## src/rtl/round_robin_index_arbiter_8.sv

```systemverilog
// Eight-requester round-robin arbiter with binary-index grant output, grant hold,
// release handshake and a hold-timeout that forces rotation to the next requester.
module round_robin_index_arbiter_8 #(
  parameter int unsigned MAX_HOLD = 8
) (
  input  logic       Clock_In,
  input  logic       Reset_In,
  input  logic       Enable_In,
  input  logic [7:0] Request_In,
  input  logic       Release_In,
  output logic       Grant_Valid_Out,
  output logic [2:0] Grant_Index_Out,
  output logic       Timeout_Out
);

  typedef enum logic {
    IDLE,
    GRANT
  } state_e;

  localparam logic [7:0] HOLD_LIMIT = 8'(MAX_HOLD);

  state_e     state_q, state_d;
  logic [2:0] index_q, index_d;
  logic [2:0] ptr_q, ptr_d;
  logic [7:0] hold_q, hold_d;
  logic       timeout_q, timeout_d;

  logic [2:0] pick;
  logic       pick_found;
  logic [2:0] cand;

  // First requester at or above the pointer, wrapping 7 -> 0.
  always_comb begin
    pick       = '0;
    pick_found = 1'b0;
    cand       = '0;
    for (int unsigned i = 0; i < 8; i++) begin
      cand = ptr_q + 3'(i);
      if (!pick_found && Request_In[cand]) begin
        pick       = cand;
        pick_found = 1'b1;
      end
    end
  end

  always_comb begin
    state_d   = state_q;
    index_d   = index_q;
    ptr_d     = ptr_q;
    hold_d    = hold_q;
    timeout_d = 1'b0;
    case (state_q)
      IDLE: begin
        hold_d = '0;
        if (Enable_In && pick_found) begin
          index_d = pick;
          hold_d  = 8'd1;
          state_d = GRANT;
        end
      end
      GRANT: begin
        // Release/withdraw/disable outrank the timeout, so no pulse on a tie.
        if (!Enable_In || Release_In || !Request_In[index_q]) begin
          state_d = IDLE;
          ptr_d   = index_q + 3'd1;
          hold_d  = '0;
        end else if (hold_q == HOLD_LIMIT) begin
          state_d   = IDLE;
          ptr_d     = index_q + 3'd1;
          hold_d    = '0;
          timeout_d = 1'b1;
        end else begin
          hold_d = hold_q + 8'd1;
        end
      end
      default: begin
        state_d = IDLE;
        hold_d  = '0;
      end
    endcase
  end

  always_ff @(posedge Clock_In or posedge Reset_In) begin
    if (Reset_In) begin
      state_q   <= IDLE;
      index_q   <= '0;
      ptr_q     <= '0;
      hold_q    <= '0;
      timeout_q <= 1'b0;
    end else begin
      state_q   <= state_d;
      index_q   <= index_d;
      ptr_q     <= ptr_d;
      hold_q    <= hold_d;
      timeout_q <= timeout_d;
    end
  end

  assign Grant_Valid_Out = (state_q == GRANT);
  assign Grant_Index_Out = index_q;
  assign Timeout_Out     = timeout_q;

endmodule
```

## config.mk

```make
export PLATFORM = sky130hd
export DESIGN_NAME = round_robin_index_arbiter_8
export DESIGN_NICKNAME = d
export VERILOG_FILES = /design/src/rtl/round_robin_index_arbiter_8.sv
export SDC_FILE = /design/constraint.sdc
export NUM_CORES = 1
export LEC_CHECK = 0
export CELL_PAD_IN_SITES_DETAIL_PLACEMENT = 0
export CELL_PAD_IN_SITES_GLOBAL_PLACEMENT = 1
export CORE_ASPECT_RATIO = 1.4
export CORE_UTILIZATION = 28
export DETAILED_ROUTE_END_ITERATION = 10
export PLACE_DENSITY = 0.61
export SETUP_SLACK_MARGIN = 0.15
export SLEW_MARGIN = 10
export SYNTH_ARGS = -nofsm -noshare
export SYNTH_HDL_FRONTEND = slang
export SYNTH_SLANG_ARGS = --single-unit
```

## constraint.sdc

```tcl
create_clock -name Clock_In -period 4.6 [get_ports Clock_In]
set_clock_uncertainty 0.05 [all_clocks]
set_input_delay 1.15 -clock Clock_In [delete_from_list [all_inputs] [get_ports Clock_In]]
set_output_delay 1.15 -clock Clock_In [all_outputs]
set_load 0.02 [all_outputs]
```

==> flow_metrics.env, run 1 <==
export IMPL_cts_hold_buf=0
export IMPL_holdPathStages=2
export IMPL_die_h_microns=95.3
export IMPL_setup_viol=0
export IMPL_drc=0
export IMPL_firstDrtPassIters=4
export IMPL_crit_type="reg -> reg"
export IMPL_ios=17
export IMPL_ff2ff_path_depth=9
export IMPL_drv_cap=0
export IMPL_hold_slack_ns=0.511
export IMPL_hp_start="Grant_Valid_Out$_DFF_PP0_"
export IMPL_slowest_stage="ha_1"
export IMPL_period_share=0.808
export IMPL_max_freq_ghz=0.269
export IMPL_grtUsageTotal=0.146
export IMPL_ys_types=47
export IMPL_fin_crit_ns=3.71
export IMPL_dp_hpwl_microns=3240
export IMPL_yosys_warnings=0
export IMPL_arrival_ns=3.79
export IMPL_grt_use_met1=0.188
export IMPL_crit_start="ptr_q[0]$_DFFE_PP0P_"
export IMPL_cts_sinks=16
export IMPL_fin_setup_tns_ns=0
export IMPL_rsz0062_at_grt="false"
export IMPL_rrSetupSlack_ns=0.89
export IMPL_root_buffer="clkbuf_8"
export IMPL_cp_end_kind="flip-flop"
export IMPL_post_cts_buffers=0
export IMPL_outcome="complete, no violations"
export IMPL_slew_headroom=0.573
export IMPL_grt_use_met3=0.0132
export IMPL_fin_nets=203
export IMPL_grt_max_degree=18
export IMPL_io_buffer_count=16
export IMPL_finalPower_mw=1.46
export IMPL_crit_chain="buf_4, clkinv_1, ha_1, mux4_2, or4_4, nor4_4, a31o_2, a21o_1, a31oi_1"
export IMPL_initial_core_util=0.293
export IMPL_drtIter0Drc=39
export IMPL_crit_reg2reg_launch="ptr_q[0]$_DFFE_PP0P_"
export IMPL_worstPathMaxFanout=15
export IMPL_cts_htree_levels=1
export IMPL_post_drt_via_cell_ratio=5.58
export IMPL_grt_overflow=0
export IMPL_cts_tree="built"
export IMPL_cts_buffer_depth=2
export IMPL_drive_above_1_share=0.211
export IMPL_synth_fp_nets=186
export IMPL_die_w_microns=68.7
export IMPL_cp_data_required_time_ns=4.68
export IMPL_worstReg2RegEnd="Grant_Index_Out[1]$_DFFE_PP0P_"
export IMPL_met2_usage=0.249
export IMPL_synthesis_area_sq_um=1740
export IMPL_slowest_delay_ns=0.66
export IMPL_finalMaxSlewViolations=0
export IMPL_hold_violations=0
export IMPL_grt_pass1_vias=1448
export IMPL_grt_antenna_before_repair=0
export IMPL_die_area_sq_um=6540
export IMPL_powerDensity_nw_per_um2=725
export IMPL_via_count=1422
export IMPL_synthCells=169
export IMPL_rows=33
export IMPL_worstSkewPairLatency_ns=0.25
export IMPL_ys_ff_latch=16
export IMPL_vdd_ir_drop_max_mv=0.322
export IMPL_cp_start_kind="flip-flop"
export IMPL_core_area_sq_um=5950
export IMPL_cts_repair_resized=0
export IMPL_routedWlPerCell_microns=16.4
export IMPL_ant_nets=0
export IMPL_min_to="Timeout_Out$_DFF_PP0_"
export IMPL_busiest_layer="met2"
export IMPL_hold_class="reg -> reg"
export IMPL_path_buf_inv=2
export IMPL_clk_pin_slew_ns=0.07
export IMPL_syn2layout_area_growth_pct=15.9
export IMPL_n_antenna_cell=0
export IMPL_finalWeightedCongestion=0.764
export IMPL_postSynthAreaPerCell_sq_um=10.3
export IMPL_worst_slew_pin_transition_ns=0.641
export IMPL_crit_family="simple AND/OR/NAND/NOR gates"
export IMPL_wl_microns=4180
export IMPL_grt_first_pass_wirelength_microns=7190
export IMPL_leakagePower_nw=0.812
export IMPL_numCtsBuffers=3
export IMPL_ys_seq_area_frac=0.230
[routing by layer]
metal / wire length (microns) / share of wire
met3: 137 / 0.033
met2: 2160 / 0.52
met4: 85 / 0.020
met1: 1800 / 0.43
met5: 0 / 0
[metrics by stage]
step	instance area [sq um]	cells	utilization	setup slack, ns
floorplan	1740	169	-	1.41
global placement	1960	251	0.330	0.729
detailed placement	1960	251	0.330	0.706
CTS	2020	255	0.340	0.853
global route	2020	255	0.340	0.639
finish	2020	255	0.340	0.885
[how the worst max path moves through the flow]
stage	to	cells past startpoint	slack [ns]
after global placement	Grant_Index_Out[2]$_DFFE_PP0P_	7	0.73
final	Grant_Index_Out[1]$_DFFE_PP0P_	9	0.89
after floorplan	Grant_Index_Out[1]$_DFFE_PP0P_	10	1.41
after detailed placement	Grant_Index_Out[1]$_DFFE_PP0P_	7	0.71
after CTS	Grant_Index_Out[1]$_DFFE_PP0P_	9	0.85
after global routing	Grant_Index_Out[2]$_DFFE_PP0P_	9	0.64
[logic make-up after synthesis]
kind of cell    share of synthesized area
mux                                 0.330
compound gates                      0.144
simple gates                        0.162
xor+xnor                           0.0553
fa+ha+maj                          0.0359
buf+inv                            0.0424
flops                               0.230
[layout make-up]
class,count,area (sq um)
clock buffer,4,55.1
fill,623,3930
inverter,9,33.8
multi-input combinational,138,1270
sequential,16,400
tap,70,87.6
timing repair buffer,18,175
[state kept, by name, summed over array words and instances, names as in the netlist]
register,cells
Grant_Valid_Out,1
ptr_q,3
hold_q,8
Grant_Index_Out,3
Timeout_Out,1
[tightest hold or removal path, stage by stage, from the launching register on]
cell	delay, ns
dfrtp_1	0.42
nand2_1	0.07
nor2_1	0.04
[cell usage after synthesis, drive strengths merged]
library cell  count  share of area
o21bai            1         0.0043
o221ai            1         0.0050
a31o              1         0.0050
and2              1         0.0036
nand2            13          0.028
nand2b            4          0.014
o31ai             1         0.0043
a211oi            2         0.0086
dfrtp            16           0.23
o2bb2ai           1         0.0050
o2111ai           1         0.0050
mux2              9          0.058
nand3b            1         0.0043
mux4             17           0.22
clkinv            1         0.0022
nand3             6          0.017
mux2i             9          0.052
ha                5          0.036
xor2              8          0.040
or3b              1         0.0050
o21ai             9          0.026
nor3              1         0.0029
and4b             1         0.0057
a31oi             2         0.0072
nor2b             1         0.0036
nor4              3          0.019
clkbuf            1         0.0022
xnor2             3          0.015
or4               1         0.0065
a21oi             5          0.014
o211a             2          0.011
and3              3          0.011
nor2             11          0.024
a2bb2o            1         0.0057
o32ai             1         0.0050
nor3b             1         0.0043
a21o              2         0.0086
or2               2         0.0072
buf               5          0.021
a21boi            2         0.0086
inv               8          0.017
a22oi             4          0.020
nor4bb            1         0.0057
[placed cells by master (no fill, tap or decap), types with 3 or more instances in the layout]
| master | instances |
|---|---|
| dfrtp_1 | 16 |
| mux4_2 | 17 |
| ha_1 | 5 |
| xnor2_1 | 3 |
| mux2i_1 | 9 |
| mux2_2 | 9 |
| clkdlybuf4s50_1 | 16 |
| a21oi_1 | 5 |
| nand2b_1 | 4 |
| inv_1 | 8 |
| nand2_1 | 13 |
| nand3_1 | 6 |
| a22oi_1 | 3 |
| o21ai_0 | 9 |
| nor2_1 | 11 |
| and3_1 | 3 |
| xor2_1 | 8 |
| clkbuf_8 | 4 |
[where the power goes]
part           leakage (nW)  total, mW  internal, mW  switching, mW
sequential            0.207      0.239         0.172         0.0664
combinational         0.577       1.10         0.523          0.577
clock                0.0288      0.125        0.0759         0.0495
total                 0.812       1.46         0.771          0.693
(Power assumes the default switching activity.)
==> run 2, diff against run 1 <==
==> constraint.sdc (replaced) <==
create_clock -name Clock_In -period 3.5 [get_ports Clock_In]
set_clock_uncertainty 0.05 [all_clocks]
set_input_delay 0.875 -clock Clock_In [delete_from_list [all_inputs] [get_ports Clock_In]]
set_output_delay 0.875 -clock Clock_In [all_outputs]
set_load 0.02 [all_outputs]
==> run 2 against run 1 <==
Hold slack got worse by 0.012 ns; power increased by 39%; cell area increased by 6.4%; count of clock-buffer cells in the layout did not move; global-route usage up 0.52 points; flip-flop and latch count did not move; setup slack worse by 0.58 ns; sequential power is 26% higher; clock power increased by 31%; first-iteration DRC count fell by 26%; largest power group unchanged.
==> flow_metrics.env, run 2 (synthesis results as in run 1) <==
export IMPL_drtIter0Drc=29
export IMPL_leakagePower_nw=0.893
export IMPL_fin_setup_tns_ns=0
export IMPL_cts_sinks=16
export IMPL_grt_max_degree=17
export IMPL_hold_slack_ns=0.499
export IMPL_firstDrtPassIters=4
export IMPL_regMostFlops="hold_q"
export IMPL_max_freq_ghz=0.313
export IMPL_hold_class="reg -> reg"
export IMPL_grtUsageTotal=0.151
export IMPL_clk_pin_slew_ns=0.07
export IMPL_setup_viol=0
export IMPL_clock_power_share=0.080
export IMPL_cts_buffer_depth=2
export IMPL_grt_antenna_before_repair=0
export IMPL_slew_headroom=0.587
export IMPL_worst_slew_pin_transition_ns=0.620
export IMPL_cp_start_kind="input port"
export IMPL_die_h_microns=95.3
export IMPL_drive_above_1_share=0.282
export IMPL_via_count=1478
export IMPL_syn2layout_area_growth_pct=23.4
export IMPL_n_fill_cell=634
export IMPL_drc=0
export IMPL_drv_cap=0
export IMPL_cp_data_required_time_ns=3.58
export IMPL_root_buffer="clkbuf_8"
export IMPL_die_w_microns=68.7
export IMPL_p_int_mw=1.10
export IMPL_post_cts_buffers=0
export IMPL_finalMaxSlewViolations=0
export IMPL_postLayoutCoreUtil=0.362
export IMPL_worstPathMaxFanout=6
export IMPL_rsz0062_at_grt="false"
export IMPL_final_common_cell="buf_4"
export IMPL_crit_family="simple AND/OR/NAND/NOR gates"
export IMPL_post_drt_via_cell_ratio=5.43
export IMPL_path_buf_inv=1
export IMPL_ios=17
export IMPL_powerDensity_nw_per_um2=949
export IMPL_dp_hpwl_microns=3410
export IMPL_core_area_sq_um=5950
export IMPL_comb_power_share=0.772
export IMPL_grt_pass1_vias=1471
export IMPL_largest_reg_flops=8
export IMPL_swShare=0.459
export IMPL_n_antenna_cell=0
export IMPL_ant_nets=0
export IMPL_fin_nets=220
export IMPL_wl_microns=4350
export IMPL_cts_htree_levels=1
export IMPL_seqPwrFrac=0.148
export IMPL_crit_type="in -> reg"
export IMPL_finalPower_mw=2.04
export IMPL_p_switching_mw=0.936
export IMPL_initial_core_util=0.293
export IMPL_cts_hold_buf=0
export IMPL_numCtsBuffers=3
export IMPL_routedWlPerCell_microns=16.0
export IMPL_slowest_stage="or4_4"
export IMPL_arrival_ns=3.27
export IMPL_final_cell_mix="buf_4, mux4_2, dfrtp_1, clkdlybuf4s50_1, nand2_1"
export IMPL_vdd_ir_drop_max_mv=0.430
export IMPL_cp_end_kind="flip-flop"
export IMPL_pre_cts_ws_ns=0.0318
export IMPL_hold_violations=0
export IMPL_worstSkewPairLatency_ns=0.25
export IMPL_grt_overflow=0
export IMPL_io_buffer_count=16
export IMPL_period_share=0.912
export IMPL_die_area_sq_um=6540
export IMPL_slowest_delay_ns=0.54
export IMPL_fin_crit_ns=3.19
export IMPL_rows=33
export IMPL_finalWeightedCongestion=0.814
export IMPL_outcome="complete, no violations"
export IMPL_cts_repair_resized=0
export IMPL_fin_ws_ns=0.309
export IMPL_cts_tree="built"
export IMPL_crit_chain="clkdlybuf4s50_1, mux4_2, or4_4, nor4_4, a31o_2, a21o_1, a31oi_1"
export IMPL_grt_first_pass_wirelength_microns=7460
==> run 2: changes by cell type in the layout (fill, tap and decap cells not counted) <==
| cell | delta |
|---|---|
| ha_2 | +1 |
| ha_1 | -1 |
| buf_4 | +17 |
==> run 2: path summary, 6_finish.rpt <==
check	cells past startpoint	slack (ns)	end	from
setup reg to reg	8	0.36	Grant_Index_Out[1]$_DFFE_PP0P_	ptr_q[0]$_DFFE_PP0P_
min in group asynchronous	2	0.94	hold_q[4]$_DFF_PP0_	Reset_In
hold reg to reg	2	0.50	hold_q[7]$_DFF_PP0_	hold_q[7]$_DFF_PP0_
max in group asynchronous	2	2.05	hold_q[0]$_DFF_PP0_	Reset_In
hold / removal	2	0.50	hold_q[7]$_DFF_PP0_	hold_q[7]$_DFF_PP0_
setup / recovery	7	0.31	Grant_Index_Out[1]$_DFFE_PP0P_	Request_In[6]
==> run 2: tightest hold or removal path, stage by stage, from the launching register on <==
cell	delay [ns]
dfrtp_1	0.36
xor2_1	0.07
nor2_1	0.08
==> run 2: area by class of cell <==
type,instances,area (sq um),share of cell area
Clock buffer,4,55.1,0.0256
Inverter,9,33.8,0.0157
Multi-Input combinational cell,138,1270,0.591
Sequential cell,16,400,0.186
Tap cell,70,87.6,0.0407
Timing Repair Buffer,35,303,0.141
==> run 2: routing by layer <==
metal	vias up	global-route usage	wire length [microns]	part of all wire
met2	21	0.254	2270	0.52
met1	738	0.204	1960	0.45
met4	0	0.0399	38	0.0087
li1	715	-	-	-
met3	4	0.0120	76	0.017
met5	-	0	0	0
==> run 2: power groups by stage <==
stage                     clock network, mW  registers (mW)  logic (mW)
after global routing                  0.175           0.312        1.72
final                                 0.164           0.302        1.57
after CTS                             0.168           0.304        1.57
after floorplan                           0           0.296        1.16
after global placement                    0           0.308        1.57
after detailed placement                  0           0.307        1.56
==> run 2: stage by stage <==
step / instance area, sq um / cells
finish: 2150 / 272
global route: 2150 / 272
CTS: 2150 / 272
detailed placement: 2090 / 268
global placement: 2090 / 268
floorplan: 1740 / 169
